### config.mk
export PLATFORM = sky130hd
export DESIGN_NAME = iter_divider
export DESIGN_NICKNAME = d
export VERILOG_FILES = /design/src/rtl/iter_divider.sv
export SDC_FILE = /design/constraint.sdc
export NUM_CORES = 1
export LEC_CHECK = 0
export CAP_MARGIN = 15
export CORE_UTILIZATION = 58
export CTS_CLUSTER_DIAMETER = 200
export DETAILED_ROUTE_END_ITERATION = 8
export PLACE_DENSITY = 0.83
export SLEW_MARGIN = 30
export SYNTH_ARGS = -nofsm -noshare
export SYNTH_HDL_FRONTEND = slang
export SYNTH_SLANG_ARGS = --single-unit
### constraint.sdc
create_clock -name clk_i -period 11.15 [get_ports clk_i]
set_input_delay 3.345 -clock clk_i [delete_from_list [all_inputs] [get_ports clk_i]]
set_output_delay 3.345 -clock clk_i [all_outputs]
set_load 0.02 [all_outputs]
### src/rtl/iter_divider.sv
// iter_divider: iterative 32-bit radix-2 restoring divider for the MDU DIV/DIVU path.
// One quotient bit per clock, fixed 33-cycle latency from the start edge to ready_o.
// Handshake: start_i is a single-cycle request, accepted only in IDLE or DONE;
// ready_o is a level that stays high from completion until the next accepted start.
// busy_o covers CALC and FIX, so ready_o and busy_o are never high together.
module iter_divider (
  input  logic        clk_i,
  input  logic        rst_i,
  input  logic [31:0] dividend_i,
  input  logic [31:0] divisor_i,
  input  logic        signed_i,
  input  logic        start_i,
  output logic [31:0] quotient_o,
  output logic [31:0] remainder_o,
  output logic        ready_o,
  output logic        busy_o
);

  typedef enum logic [1:0] {
    S_IDLE = 2'd0,
    S_CALC = 2'd1,
    S_FIX  = 2'd2,
    S_DONE = 2'd3
  } state_t;

  state_t      state_q, state_d;
  logic [5:0]  cnt_q, cnt_d;
  logic [31:0] rem_q, rem_d;
  logic [31:0] quo_q, quo_d;
  logic [31:0] div_abs_q, div_abs_d;
  logic [31:0] raw_a_q, raw_a_d;
  logic        a_neg_q, a_neg_d;
  logic        b_neg_q, b_neg_d;
  logic        div_zero_q, div_zero_d;
  logic [31:0] quotient_q, quotient_d;
  logic [31:0] remainder_q, remainder_d;
  logic        ready_q, ready_d;
  logic        busy_q, busy_d;

  // Operand preparation: signs only count in signed mode. Negating 0x80000000
  // yields 0x80000000, which is exactly the right magnitude read as unsigned.
  logic        a_neg_in, b_neg_in;
  logic [31:0] a_abs_in, b_abs_in;

  // One restoring step: the remainder shifted left picks up the next dividend
  // bit. The shifted value can need 33 bits, so the trial keeps the extra bit.
  logic [32:0] part;
  logic [32:0] trial;

  // Final sign fix-up: quotient sign is the XOR of operand signs, remainder
  // follows the dividend (truncating division).
  logic [31:0] quo_fixed, rem_fixed;

  // Operand sign/magnitude and the per-iteration trial subtraction.
  always_comb begin
    a_neg_in  = signed_i & dividend_i[31];
    b_neg_in  = signed_i & divisor_i[31];
    a_abs_in  = a_neg_in ? (32'd0 - dividend_i) : dividend_i;
    b_abs_in  = b_neg_in ? (32'd0 - divisor_i) : divisor_i;
    part      = {rem_q, quo_q[31]};
    trial     = part - {1'b0, div_abs_q};
    quo_fixed = (a_neg_q ^ b_neg_q) ? (32'd0 - quo_q) : quo_q;
    rem_fixed = a_neg_q ? (32'd0 - rem_q) : rem_q;
  end

  // Next-state and datapath control; every register defaults to holding.
  always_comb begin
    state_d     = state_q;
    cnt_d       = cnt_q;
    rem_d       = rem_q;
    quo_d       = quo_q;
    div_abs_d   = div_abs_q;
    raw_a_d     = raw_a_q;
    a_neg_d     = a_neg_q;
    b_neg_d     = b_neg_q;
    div_zero_d  = div_zero_q;
    quotient_d  = quotient_q;
    remainder_d = remainder_q;
    ready_d     = ready_q;
    busy_d      = busy_q;

    case (state_q)
      S_IDLE, S_DONE: begin
        if (start_i) begin
          state_d    = S_CALC;
          cnt_d      = 6'd0;
          rem_d      = 32'd0;
          quo_d      = a_abs_in;
          div_abs_d  = b_abs_in;
          raw_a_d    = dividend_i;
          a_neg_d    = a_neg_in;
          b_neg_d    = b_neg_in;
          div_zero_d = (divisor_i == 32'd0);
          ready_d    = 1'b0;
          busy_d     = 1'b1;
        end
      end
      S_CALC: begin
        rem_d = trial[32] ? part[31:0] : trial[31:0];
        quo_d = {quo_q[30:0], ~trial[32]};
        cnt_d = cnt_q + 6'd1;
        if (cnt_q == 6'd31) begin
          state_d = S_FIX;
        end
      end
      S_FIX: begin
        if (div_zero_q) begin
          quotient_d  = 32'hFFFF_FFFF;
          remainder_d = raw_a_q;
        end else begin
          quotient_d  = quo_fixed;
          remainder_d = rem_fixed;
        end
        busy_d  = 1'b0;
        ready_d = 1'b1;
        state_d = S_DONE;
      end
      default: begin
        state_d = S_IDLE;
      end
    endcase
  end

  // State and datapath registers; reset discards any divide in flight.
  always_ff @(posedge clk_i or posedge rst_i) begin
    if (rst_i) begin
      state_q     <= S_IDLE;
      cnt_q       <= 6'd0;
      rem_q       <= 32'd0;
      quo_q       <= 32'd0;
      div_abs_q   <= 32'd0;
      raw_a_q     <= 32'd0;
      a_neg_q     <= 1'b0;
      b_neg_q     <= 1'b0;
      div_zero_q  <= 1'b0;
      quotient_q  <= 32'd0;
      remainder_q <= 32'd0;
      ready_q     <= 1'b0;
      busy_q      <= 1'b0;
    end else begin
      state_q     <= state_d;
      cnt_q       <= cnt_d;
      rem_q       <= rem_d;
      quo_q       <= quo_d;
      div_abs_q   <= div_abs_d;
      raw_a_q     <= raw_a_d;
      a_neg_q     <= a_neg_d;
      b_neg_q     <= b_neg_d;
      div_zero_q  <= div_zero_d;
      quotient_q  <= quotient_d;
      remainder_q <= remainder_d;
      ready_q     <= ready_d;
      busy_q      <= busy_d;
    end
  end

  assign quotient_o  = quotient_q;
  assign remainder_o = remainder_q;
  assign ready_o     = ready_q;
  assign busy_o      = busy_q;

endmodule

==> run summary <==
status -> finished, final reports clean
Hold WS -> 0.4783 ns
Place WS -> 4.610 ns
largest cells by area after synthesis -> dfrtp_1 (41%), o21ai_0 (6.6%), xor2_1 (5.4%), mux2_2 (5.4%), nand2_1 (5.3%)
# setup viols final -> 0
total grt overflow -> 0
Die Y-Extent -> 149.4 um
Initial Utilization -> 59.55%
Final Critical Period -> 6.078 ns
Critical Path RT -> 11.50 ns
RSZ-0062 raised after global routing -> no
final-report hold violation count -> 0
area of the mapped netlist -> 12600 sq um
DP HPWL -> 20450 um
final period utilization -> 54.51%
VDD IR-drop max -> 0.1417 mV
initial antenna violation count -> 0
Clock Tree Buf Depth -> 3
Net count, final -> 1636
internal power -> 2.657 mW
H-tree level count -> 1
Mapped Cells -> 1431
Hold WC Path Type -> reg2reg
Worst EP arrival -> 6.43 ns
Slew HR -> 40.94%
power density over the cells -> 308.1 nW/um^2
Row Count -> 53
f_max -> 164.5 MHz
DRC viols -> 0
Max Slew Vio Count -> 0
synth unique cells -> 58
type of the worst setup path -> in2reg
largest net degree at the start of global routing -> 133
Resize count post-CTS -> 0
DP Area -> 14110 sq um
Sw Pwr -> 1.938 mW
commonest non-fill, non-tap cell in the layout -> dfrtp_1
Core Util, Final -> 70.50%
Seq/Total Area, Yosys -> 40.72%
share of cells above drive strength 1 -> 8.360%
CTS Sinks -> 205
Placer Congestion -> 0.8713
total leakage power -> 6.378 nW
global-route wire length before repair -> 47180 um
drt via density -> 5.650
clock-pin slew on the worst setup and hold paths -> 0.06 ns
Ys Warns -> 0
Top Ports -> 134
total wire length -> 28450 um
Final Instance Area -> 14910 sq um
commonest cells after routing, fill and taps aside -> dfrtp_1 (203), nand2_1 (177), o21ai_0 (167), clkdlybuf4s50_1 (133), a21oi_1 (131)
CTS root buffer -> clkbuf_16
Syn Nets -> 1540
CTS tree -> yes
TNS Setup -> 0 ns
gr usage total -> 25.99%
hold_buf cts -> 0
Yosys top cell area share -> 40.72%
register share of total power -> 30.0%
Maximum Capacitance Violations -> 0
1st-pass router iterations -> 6
actual slew at the worst max-slew pin -> 0.8837 ns
clock group share of total power -> 17.1%
clock latency at the later pin of the worst-skew pair -> 0.51 ns
largest area contributor in the netlist -> dfrtp_1
post-route ant nets -> 0
P&R area growth vs syn -> 18.39%
sw frac -> 42.18%
FFs w/ async S/R, synth -> 100.0%
CTS Buf Count -> 23
CP endpoint kind -> register
Placeable Area -> 21150 sq um
Logic pwr share -> 53.0%
final worst slack -> 5.072 ns
crit path launch type -> input port
IO Port Bufs -> 133
Mean Syn Cell Area -> 8.803 sq um
WL/cell -> 15.65 um
Post-synth EDFFs -> 0
clk_skew -> 0.01810 ns
Primary FF master, synth -> dfrtp_1
#FFs+latches synth -> 205
post-CTS setup buffers -> 0
drt first-iter violations -> 579
DIE WIDTH -> 149.4 um
die footprint -> 22310 sq um
routed via count -> 10271
worst-path maximum fanout -> 7
ANT cells -> 0
vias in the first global route -> 9772
## critical path, stage by stage
cell,delay [ns]
clkdlybuf4s50_1,0.52
nor4_1,0.56
nand3b_1,0.24
nor4_1,0.44
nand2_1,0.19
o21ai_0,0.38
o21ai_0,0.25
nor2_1,0.18
xor2_1,0.19
a22oi_1,0.13
## final timing paths
| kind | to | slack, ns | depth (start not counted) | startpoint |
|---|---|---|---|---|
| max | quo_q[28]$_DFFE_PP0P_ | 5.07 | 10 | dividend_i[2] |
| min | div_abs_q[3]$_DFFE_PP0P_ | 0.48 | 2 | div_abs_q[3]$_DFFE_PP0P_ |
| max reg2reg | rem_q[10]$_DFFE_PP0P_ | 7.15 | 14 | quo_q[31]$_DFFE_PP0P_ |
| min reg2reg | div_abs_q[3]$_DFFE_PP0P_ | 0.48 | 2 | div_abs_q[3]$_DFFE_PP0P_ |
| max in group asynchronous | remainder_o[22]$_DFFE_PP0P_ | 6.75 | 3 | rst_i |
| min in group asynchronous | quotient_o[5]$_DFFE_PP0P_ | 3.34 | 2 | rst_i |
## state kept, by name, summed over array words and instances (netlist names)
name and flops:
div_abs_q 32, rem_q 32, a_neg_q 1, div_zero_q 1
quotient_o 32, quo_q 32, busy_o 1, raw_a_q 32
cnt_q 6, ready_o 1, b_neg_q 1, state_q 2
remainder_o 32
## area by class of cell
cell class                 instances  area, sq um
tap                              275        344.1
sequential                       205         5132
clock buffer                      34        646.9
inverter                          61        241.5
multi-input combinational       1095         7010
timing repair buffer             141         1399
clock inverter                     7        138.9
fill                            1607         6241
## stage by stage
stage	power (mW)	instances
2_1_floorplan	3.132	1431
3_3_place_gp	3.698	1777
3_5_place_dp	3.796	1777
4_1_cts	4.608	1818
5_1_grt	4.951	1818
6_report	4.595	1818
## metal layers
metal | up-vias | share of wire [%] | wire length, um | global-route usage (%)
met5 | - | 0 | 0 | 0
met4 | 0 | 2.0 | 577 | 6.888
met3 | 43 | 4.7 | 1338 | 2.477
met2 | 237 | 49 | 13830 | 44.93
met1 | 4825 | 45 | 12710 | 34.81
li1 | 5166 | - | - | -
## synthesized netlist by cell type (9+ instances only)
| master | number |
|---|---|
| dfrtp_1 | 205 |
| nand2_1 | 178 |
| o21ai_0 | 167 |
| a21oi_1 | 131 |
| nor2_1 | 119 |
| xor2_1 | 78 |
| xnor2_1 | 72 |
| inv_1 | 61 |
| clkbuf_1 | 60 |
| mux2_2 | 60 |
| ha_1 | 40 |
| mux2i_1 | 33 |
| o21ai_1 | 19 |
| o31ai_1 | 18 |
| nand2b_1 | 14 |
| nor3_1 | 14 |
| or3_1 | 14 |
| a21o_1 | 12 |
| nor4_1 | 12 |
| nor2b_1 | 10 |
| a31oi_1 | 9 |
| nand4_1 | 9 |
## power groups by stage
stage	Clock, mW	Combinational [mW]	Sequential (mW)
3_3_place_gp	0	2.34	1.36
4_1_cts	0.796	2.44	1.37
5_1_grt	0.827	2.70	1.42
2_1_floorplan	0	1.71	1.42
6_report	0.784	2.44	1.38
3_5_place_dp	0	2.42	1.38
## cell families after synthesis
family / after synthesis / synth area share, %
simple gates: 409 / 14.75
compound gates: 401 / 17.91
flops: 205 / 40.72
xor+xnor: 151 / 10.56
buf+inv: 131 / 3.943
mux: 93 / 7.986
fa+ha+maj: 41 / 4.132
No activity file was read; power rests on OpenSTA's default activity.
